--- config.mk ---
export PLATFORM = sky130hd
export DESIGN_NAME = led_pio_ctrl
export DESIGN_NICKNAME = d
export VERILOG_FILES = /design/src/rtl/led_pio_ctrl.sv
export SDC_FILE = /design/constraint.sdc
export NUM_CORES = 1
export LEC_CHECK = 0
export BUFFER_PORTS_ARGS = -buffer_cell sky130_fd_sc_hd__buf_2
export CAP_MARGIN = 25
export CORE_MARGIN = 5
export CORE_UTILIZATION = 41
export CTS_CLUSTER_DIAMETER = 200
export CTS_CLUSTER_SIZE = 30
export DETAILED_ROUTE_END_ITERATION = 8
export HOLD_SLACK_MARGIN = 0.02
export SYNTH_ARGS = -nofsm -noshare
export SYNTH_HDL_FRONTEND = slang
export SYNTH_SLANG_ARGS = --single-unit
--- constraint.sdc ---
create_clock -name clk_clk -period 2.5 [get_ports clk_clk]
set_input_delay 0.25 -clock clk_clk [delete_from_list [all_inputs] [get_ports clk_clk]]
set_output_delay 0.25 -clock clk_clk [all_outputs]
set_load 0.005 [all_outputs]
--- src/rtl/led_pio_ctrl.sv ---
`timescale 1ns/1ps
`default_nettype none
// ============================================================================
//  Module      : led_pio_ctrl
//  Description : Fabric stage on the soc_system leds2 PIO conduit. Decodes the
//                8-bit HPS command into animated LED patterns and debounces
//                four push-keys into a status nibble plus press pulses.
//  Ports       : clk_clk        in   system clock
//                reset_reset_n  in   asynchronous active-low reset
//                pio_cmd_i[7:0] in   [7:6] mode, [5:0] arg
//                key_n_i[3:0]   in   raw active-low keys (async, bouncy)
//                led_o[7:0]     out  LED drive, 1 = lit, registered
//                pio_status_o   out  debounced pressed flags, registered
//                key_event_o    out  one-cycle pulse per debounced press
//  Revision    : 1.0  initial release
// ============================================================================
module led_pio_ctrl #(
    parameter int TICK_DIV  = 500000,
    parameter int DEB_TICKS = 2
) (
    input  logic       clk_clk,
    input  logic       reset_reset_n,
    input  logic [7:0] pio_cmd_i,
    input  logic [3:0] key_n_i,
    output logic [7:0] led_o,
    output logic [3:0] pio_status_o,
    output logic [3:0] key_event_o
);

    localparam int c_PW = $clog2(TICK_DIV);
    localparam int c_DW = $clog2(DEB_TICKS + 1);
    localparam logic [c_PW-1:0] c_TICK_LAST = c_PW'(TICK_DIV - 1);
    localparam logic [c_DW-1:0] c_DEB_LAST  = c_DW'(DEB_TICKS - 1);

    localparam logic [1:0] c_MODE_STATIC = 2'b00;
    localparam logic [1:0] c_MODE_BLINK  = 2'b01;
    localparam logic [1:0] c_MODE_RING   = 2'b10;
    localparam logic [1:0] c_MODE_BOUNCE = 2'b11;

    // ------------------------------------------------------------------
    // Prescaler: free running, never disturbed by command changes.
    // ------------------------------------------------------------------
    logic [c_PW-1:0] r_presc;
    logic            w_tick;

    assign w_tick = (r_presc == c_TICK_LAST);

    always_ff @(posedge clk_clk or negedge reset_reset_n) begin
        if (!reset_reset_n) begin
            r_presc <= '0;
        end else if (w_tick) begin
            r_presc <= '0;
        end else begin
            r_presc <= r_presc + 1'b1;
        end
    end

    // ------------------------------------------------------------------
    // Command capture and pattern engine
    // ------------------------------------------------------------------
    logic [7:0] r_cmd_q;
    logic [5:0] r_rate;
    logic [7:0] r_pat;
    logic       r_dir_right;
    logic [7:0] r_led;

    logic       w_chg;
    logic [1:0] w_mode;
    logic [5:0] w_arg;
    logic       w_step;
    logic [7:0] w_init_pat;
    logic [7:0] w_next_pat;
    logic       w_next_dir;
    logic [7:0] w_shl;
    logic [7:0] w_shr;

    assign w_chg  = (pio_cmd_i != r_cmd_q);
    assign w_mode = r_cmd_q[7:6];
    assign w_arg  = r_cmd_q[5:0];
    assign w_step = w_tick && (r_rate == w_arg);
    assign w_shl  = {r_pat[6:0], 1'b0};
    assign w_shr  = {1'b0, r_pat[7:1]};

    // The restart value is taken from the incoming command, not cmd_q, so
    // the new pattern is already loaded when cmd_q catches up.
    always_comb begin
        w_init_pat = 8'h00;
        case (pio_cmd_i[7:6])
            c_MODE_BLINK:  w_init_pat = 8'hFF;
            c_MODE_RING:   w_init_pat = 8'h01;
            c_MODE_BOUNCE: w_init_pat = 8'h01;
            default:       w_init_pat = 8'h00;
        endcase
    end

    always_comb begin
        w_next_pat = r_pat;
        w_next_dir = r_dir_right;
        case (w_mode)
            c_MODE_BLINK: w_next_pat = ~r_pat;
            c_MODE_RING:  w_next_pat = {r_pat[6:0], r_pat[7]};
            c_MODE_BOUNCE: begin
                // Direction flips on arrival at an end so each endpoint is
                // displayed for exactly one step per pass.
                if (!r_dir_right) begin
                    w_next_pat = w_shl;
                    if (w_shl == 8'h80) begin
                        w_next_dir = 1'b1;
                    end
                end else begin
                    w_next_pat = w_shr;
                    if (w_shr == 8'h01) begin
                        w_next_dir = 1'b0;
                    end
                end
            end
            default: w_next_pat = r_pat;
        endcase
    end

    always_ff @(posedge clk_clk or negedge reset_reset_n) begin
        if (!reset_reset_n) begin
            r_cmd_q     <= 8'h00;
            r_rate      <= 6'd0;
            r_pat       <= 8'h00;
            r_dir_right <= 1'b0;
        end else begin
            r_cmd_q <= pio_cmd_i;
            // A command change wins over a coincident step.
            if (w_chg) begin
                r_rate      <= 6'd0;
                r_pat       <= w_init_pat;
                r_dir_right <= 1'b0;
            end else if (w_tick) begin
                if (w_step) begin
                    r_rate      <= 6'd0;
                    r_pat       <= w_next_pat;
                    r_dir_right <= w_next_dir;
                end else begin
                    r_rate <= r_rate + 1'b1;
                end
            end
        end
    end

    always_ff @(posedge clk_clk or negedge reset_reset_n) begin
        if (!reset_reset_n) begin
            r_led <= 8'h00;
        end else if (w_mode == c_MODE_STATIC) begin
            r_led <= {2'b00, w_arg};
        end else begin
            r_led <= r_pat;
        end
    end

    assign led_o = r_led;

    // ------------------------------------------------------------------
    // Key synchroniser and debouncers (active-low, reset = released)
    // ------------------------------------------------------------------
    logic [3:0] r_sync1;
    logic [3:0] r_sync2;
    logic [3:0] w_deb_n;
    logic [3:0] r_status;
    logic [3:0] r_event;

    always_ff @(posedge clk_clk or negedge reset_reset_n) begin
        if (!reset_reset_n) begin
            r_sync1 <= 4'hF;
            r_sync2 <= 4'hF;
        end else begin
            r_sync1 <= key_n_i;
            r_sync2 <= r_sync1;
        end
    end

    for (genvar gi = 0; gi < 4; gi++) begin : g_key
        logic            r_deb_n;
        logic [c_DW-1:0] r_cnt;

        // Any cycle that agrees with the accepted level restarts the count,
        // so a single-cycle glitch costs a full new debounce window.
        always_ff @(posedge clk_clk or negedge reset_reset_n) begin
            if (!reset_reset_n) begin
                r_deb_n <= 1'b1;
                r_cnt   <= '0;
            end else if (r_sync2[gi] == r_deb_n) begin
                r_cnt <= '0;
            end else if (w_tick) begin
                if (r_cnt == c_DEB_LAST) begin
                    r_deb_n <= r_sync2[gi];
                    r_cnt   <= '0;
                end else begin
                    r_cnt <= r_cnt + 1'b1;
                end
            end
        end

        assign w_deb_n[gi] = r_deb_n;
    end

    // r_status is the previous pressed state, so the pulse lines up with
    // the cycle in which the status bit rises.
    always_ff @(posedge clk_clk or negedge reset_reset_n) begin
        if (!reset_reset_n) begin
            r_status <= 4'h0;
            r_event  <= 4'h0;
        end else begin
            r_status <= ~w_deb_n;
            r_event  <= ~w_deb_n & ~r_status;
        end
    end

    assign pio_status_o = r_status;
    assign key_event_o  = r_event;

endmodule
`default_nettype wire

==> results of run 1 <==
[synthesized netlist by cell type (5+ instances only)]
master	instances	area share
xor2_1	19	0.048
nand3_1	31	0.045
xnor2_1	18	0.046
mux2_2	6	0.020
nand3b_1	5	0.011
mux2i_1	6	0.017
a21oi_1	12	0.017
inv_1	6	0.0065
nor2_1	22	0.024
nand4_1	7	0.013
nand2_1	19	0.021
dfrtp_1	66	0.48
nor2b_1	9	0.016
and3_1	5	0.0091
or4_1	5	0.011
dfstp_2	12	0.091
o21ai_0	7	0.010
clkbuf_1	8	0.0087
a2111o_1	6	0.020
and2_1	7	0.013
[layer usage]
layer / track usage / wire [um]
met5: 0 / 0
met4: 0.07873 / 214
met3: 0.04063 / 303
met2: 0.2309 / 3176
met1: 0.1764 / 3064
[registers in the layout (all words and copies together), names as in the netlist]
signal	cells
r_dir_right	1
g_key.r_deb_n	4
r_sync2	4
r_sync1	4
led_o	8
g_key.r_cnt	8
r_cmd_q	8
r_presc	19
pio_status_o	4
r_pat	8
key_event_o	4
r_rate	6
[cell type report]
type                            count  area [sq um]
Sequential cell                    78          1967
Tap cell                          105         131.4
Fill cell                         752          4095
Inverter                            6         22.52
Clock inverter                      6         68.82
Timing Repair Buffer               51         360.3
Multi-Input combinational cell    214          1434
Clock buffer                       10         137.6
[power by group through the flow]
| stage | Clock, uW | Sequential, uW | Combinational [uW] |
|---|---|---|---|
| floorplan | 0 | 1340 | 53.8 |
| global placement | 0 | 1350 | 114 |
| detailed placement | 0 | 1350 | 115 |
| CTS | 1000 | 1320 | 128 |
| global route | 1050 | 1330 | 147 |
| finish | 966 | 1320 | 131 |
[timing repair]
action	CTS	global route
gates resized for setup	0	1
hold buffers	10	1
hold endpoints to repair	10	37
setup endpoints to repair	0	1
[stage by stage]
step | utilization | power, uW | worst slack, ns | hold slack, ns | std cells
2_1_floorplan | - | 1392 | 0.2844 | -0.04559 | 307
6_report | 0.5016 | 2418 | 0.2239 | 0.04494 | 470
3_3_place_gp | 0.4593 | 1459 | 0.1963 | 0.3461 | 442
5_1_grt | 0.5016 | 2522 | 0.08943 | 0.03199 | 470
4_1_cts | 0.4966 | 2450 | 0.1107 | 0.02987 | 468
3_5_place_dp | 0.4593 | 1460 | 0.1618 | 0.3476 | 442
[worst min path at each step]
| stage | from | slack (ns) | to |
|---|---|---|---|
| 2_1_floorplan | reset_reset_n | -0.05 | g_key[0].r_cnt[0] |
| 3_3_place_gp | r_sync1[2] | 0.35 | r_sync2[2] |
| 3_5_place_dp | r_sync1[3] | 0.35 | r_sync2[3] |
| 4_1_cts | pio_cmd_i[7] | 0.03 | r_cmd_q[7] |
| 5_1_grt | pio_cmd_i[7] | 0.03 | r_cmd_q[7] |
| 6_report | pio_cmd_i[7] | 0.04 | r_cmd_q[7] |
[worst max-delay path, cell delays in order (launching register included)]
cell and delay (ns):
dfrtp_1 0.45, nor4b_4 0.36, nand4_1 0.12, or4_4 0.57, or4_1 0.53, a31oi_1 0.16
[kinds of logic (layout without fill, tap and decap cells)]
group,after synthesis,after routing,share of synthesized area
adders and majority gates,2,2,0.007243
DFF,78,78,0.5694
AOI/OAI and AO/OA,36,36,0.06845
and+or+nand+nor,123,123,0.1945
muxes,16,16,0.04998
buffers and inverters,15,73,0.01666
xor gates and xnor gates,37,37,0.09381
==> results.cfg, run 1 <==
[outcome]
status = finished clean

[synthesis]
yosysWarningCount = 0
ys_types = 39
syn_avg_cell_area_sq_um = 11.25
synth-seq-cells = 78
syn_nets = 323
synth_edf_count = 0
ys.flop_type = dfrtp_1
synth_area_sq_um = 3455
synth-async-reset-ratio = 1.000
synth_seq_area_share = 0.5694
netlist_instances = 307

[clocking]
cts_root_buffer = clkbuf_8
cts_tree = yes
clk_latency_ns = 0.36
cts.clk_slew.worst_paths_ns = 0.08
htree_levels = 3
post-cts-setup-buffers = 0
cts_made_buffers = 9
cts_sinks = 78
clk_path_buf_depth = 2

[timing]
fmax_ghz = 0.4393
clock_skew_ns = 0.01240
rsz0062_at_grt = false
finalCritPeriodShare = 0.9105
relSlewSlack = 0.5899
fin_setup_tns_ns = 0
tightestPinTransition_ns = 0.6105
maxSlewViolCount = 0
period_needed_ns = 2.276
finalHoldViolations = 0
setup_viol = 0

[final_layout]
layout_common_cells = dfrtp_1 (66), nand3_1 (31), buf_2 (28), nor2_1 (22)
final_nets = 376
final_common_cell = dfrtp_1
final_area_sq_um = 4121
synthToLayoutAreaGrowth_pct = 19.30
diodes = 0
drive_above_1_share = 0.2082

[pwr]
p_per_area_nw_per_um2 = 586.6
p_leak_uw = 0.001847
max-vdd-ir-drop_mv = 0.3136
p_sw_frac = 0.2342
seqPwrFrac = 0.547
power.share.combinational = 0.054
p_sw_uw = 566.3
p_int_uw = 1851
p_clk_frac = 0.399

[detailed_routing]
wl_per_cell_um = 14.38
ant_nets = 0
wl_um = 6759
dr.pass1.iters = 4
via_per_inst = 5.143
drc = 0
drtIter0Drc = 87
via_count = 2417

[setup_path]
reg2reg_slack_ns = 0.22
critPathLaunch = r_presc[7]
critPathCapture = r_dir_right
worstReg2RegStart = r_presc[7]
crit_fanout = 7
reg2reg_to = r_dir_right
worst_setup_path_end_kind = flip-flop
crit_required_ns = 2.78
cp-start-kind = flip-flop
path_class = flip-flop to flip-flop
ff2ff_path_depth = 5
critPathArrivalTime_ns = 2.56

[worst_hold_path]
hold_depth = 1
hold_path.class = primary input to flip-flop

[floorplanning]
fp.coreArea_sq_um = 8217
initial_core_util = 0.4204
die_area_sq_um = 10360
rows = 33
io_pins = 30
die_x_um = 101.8
die_y_um = 101.8

[global_routing]
grt_pass1_wl_um = 11590
grt_pass1_vias = 2467
grt_max_degree = 79
grt_util_all_layers = 0.1444
grt_antenna_before_repair = 0
grt_remaining_overflow = 0

[placed_design]
hpwl_um = 4493
gp_congestion = 0.8149
postPlaceCellArea_sq_um = 3774
io_buffers = 29

[run]
maxCapViolCount = 0
(Power assumes the default switching activity.)
==> run 2: changes to the inputs <==
==> constraint.sdc (replaced) <==
create_clock -name clk_clk -period 2.55 [get_ports clk_clk]
set_input_delay 0.255 -clock clk_clk [delete_from_list [all_inputs] [get_ports clk_clk]]
set_output_delay 0.255 -clock clk_clk [all_outputs]
set_load 0.005 [all_outputs]
==> results.cfg, run 2 (same netlist as run 1, synthesis figures left out) <==
[outcome]
status = finished clean

[timing]
fmax_ghz = 0.4111
fin_setup_tns_ns = 0
tightestPinTransition_ns = 0.6532
finalCritPeriodShare = 0.9539
clock_skew_ns = 0.01024
whs_ns = 0.03576
setup_viol = 0
maxSlewViolCount = 0
finalHoldViolations = 0
rsz0062_at_grt = false
setup_slack_ns = 0.1175
relSlewSlack = 0.5612
period_needed_ns = 2.432

[pwr]
p_per_area_nw_per_um2 = 582.1
power.share.combinational = 0.052
max-vdd-ir-drop_mv = 0.2485
p_sw_frac = 0.2442
p_sw_uw = 579.1
p_leak_uw = 0.001821
p_clk_frac = 0.401
p_int_uw = 1792
seqPwrFrac = 0.547

[detailed_routing]
dr.pass1.iters = 4
via_count = 2443
via_per_inst = 5.242
wl_um = 6821
drtIter0Drc = 73
drc = 0
ant_nets = 0
wl_per_cell_um = 14.64

[final_layout]
final_nets = 372
fillCellCount = 762
synthToLayoutAreaGrowth_pct = 17.93
largest_reg_flops = 19
max_flop_register = r_presc
drive_above_1_share = 0.2022
layout_common_cells = dfrtp_1 (66), nand3_1 (31), buf_2 (28), nor2_1 (22)
final_common_cell = dfrtp_1
diodes = 0

[global_routing]
grt_util_all_layers = 0.1488
grt_remaining_overflow = 0
grt_antenna_before_repair = 0
grt_max_degree = 79
grt_pass1_wl_um = 12040
grt_pass1_vias = 2501

[setup_path]
cpMostUsedCell = or4_1
worst_setup_path_end_kind = flip-flop
critPathArrivalTime_ns = 2.70
cp_cell_sequence = nor4b_4, nand4_1, or4_1, or4_1, a31oi_1
critPathCapture = r_dir_right
crit_fanout = 9
path_buf_inv = 0
ff2ff_path_depth = 5
cp_slowest_cell = or4_1
worstReg2RegStart = r_presc[7]
crit_required_ns = 2.82
cp_num_cells = 5
slowest_delay_ns = 0.67
cp-start-kind = flip-flop
reg2reg_slack_ns = 0.12
path_class = flip-flop to flip-flop
critPathLaunch = r_presc[7]
critPathTopFamily = simple AND/OR/NAND/NOR gates
reg2reg_to = r_dir_right

[clocking]
clk_latency_ns = 0.35
cts_root_buffer = clkbuf_8
cts_made_buffers = 9
cts_tree = yes
cts_sinks = 78
clk_path_buf_depth = 2
htree_levels = 3
cts_resized = 0
cts.clk_slew.worst_paths_ns = 0.08

[placed_design]
gp_congestion = 0.7698
pre_cts_slack_ns = 0.1436
hpwl_um = 4522
io_buffers = 29

[run]
maxCapViolCount = 0

[floorplanning]
die_x_um = 101.8
rows = 33
die_area_sq_um = 10360
fp.coreArea_sq_um = 8217
die_y_um = 101.8
initial_core_util = 0.4204
io_pins = 30

[worst_hold_path]
hold_path.class = primary input to flip-flop
## run 2: repair_timing
action | CTS | global route
endpoints found under the hold margin | 8 | 33
hold buffers | 8 | 1
buffers inserted | 0 | 0
## run 2: layer usage
| layer | routed length, um | track usage |
|---|---|---|
| met5 | 0 | 0 |
| met1 | 3056 | 0.1852 |
| met2 | 3379 | 0.2470 |
| met3 | 284 | 0.03788 |
| met4 | 101 | 0.06033 |
## run 2: final cells by class
class,instances,area [sq um],area share
clock inverters,7,81.33,0.01996
well taps,105,131.4,0.03225
multi-input cells,214,1430,0.3510
inverters,6,22.52,0.005528
repair buffers,47,317.8,0.07801
flip-flops and latches,78,1967,0.4828
clock buffers,9,123.9,0.03041
## run 2: worst min-delay path by stage
| stage | start | to | slack [ns] | depth (start not counted) |
|---|---|---|---|---|
| 2_1_floorplan | reset_reset_n | g_key[0].r_cnt[0] | -0.04 | 0 |
| 3_3_place_gp | r_sync1[3] | r_sync2[3] | 0.35 | 0 |
| 3_5_place_dp | r_sync1[1] | r_sync2[1] | 0.35 | 0 |
| 4_1_cts | pio_cmd_i[0] | r_cmd_q[0] | 0.02 | 1 |
| 5_1_grt | pio_cmd_i[0] | r_cmd_q[0] | 0.02 | 1 |
| 6_report | pio_cmd_i[0] | r_cmd_q[0] | 0.04 | 1 |
## run 2: through the flow
stage	cell area [sq um]	power, uW	instances	util
floorplan	3455	1365	307	-
global placement	3759	1431	440	0.4574
detailed placement	3759	1433	440	0.4574
CTS	4044	2402	464	0.4922
global route	4074	2478	466	0.4958
finish	4074	2371	466	0.4958
## run 2: power groups by stage
stage	logic, uW	clock network [uW]	registers [uW]
floorplan	52.7	0	1310
global placement	110	0	1320
detailed placement	112	0	1320
CTS	122	983	1300
global route	141	1040	1300
finish	123	951	1300
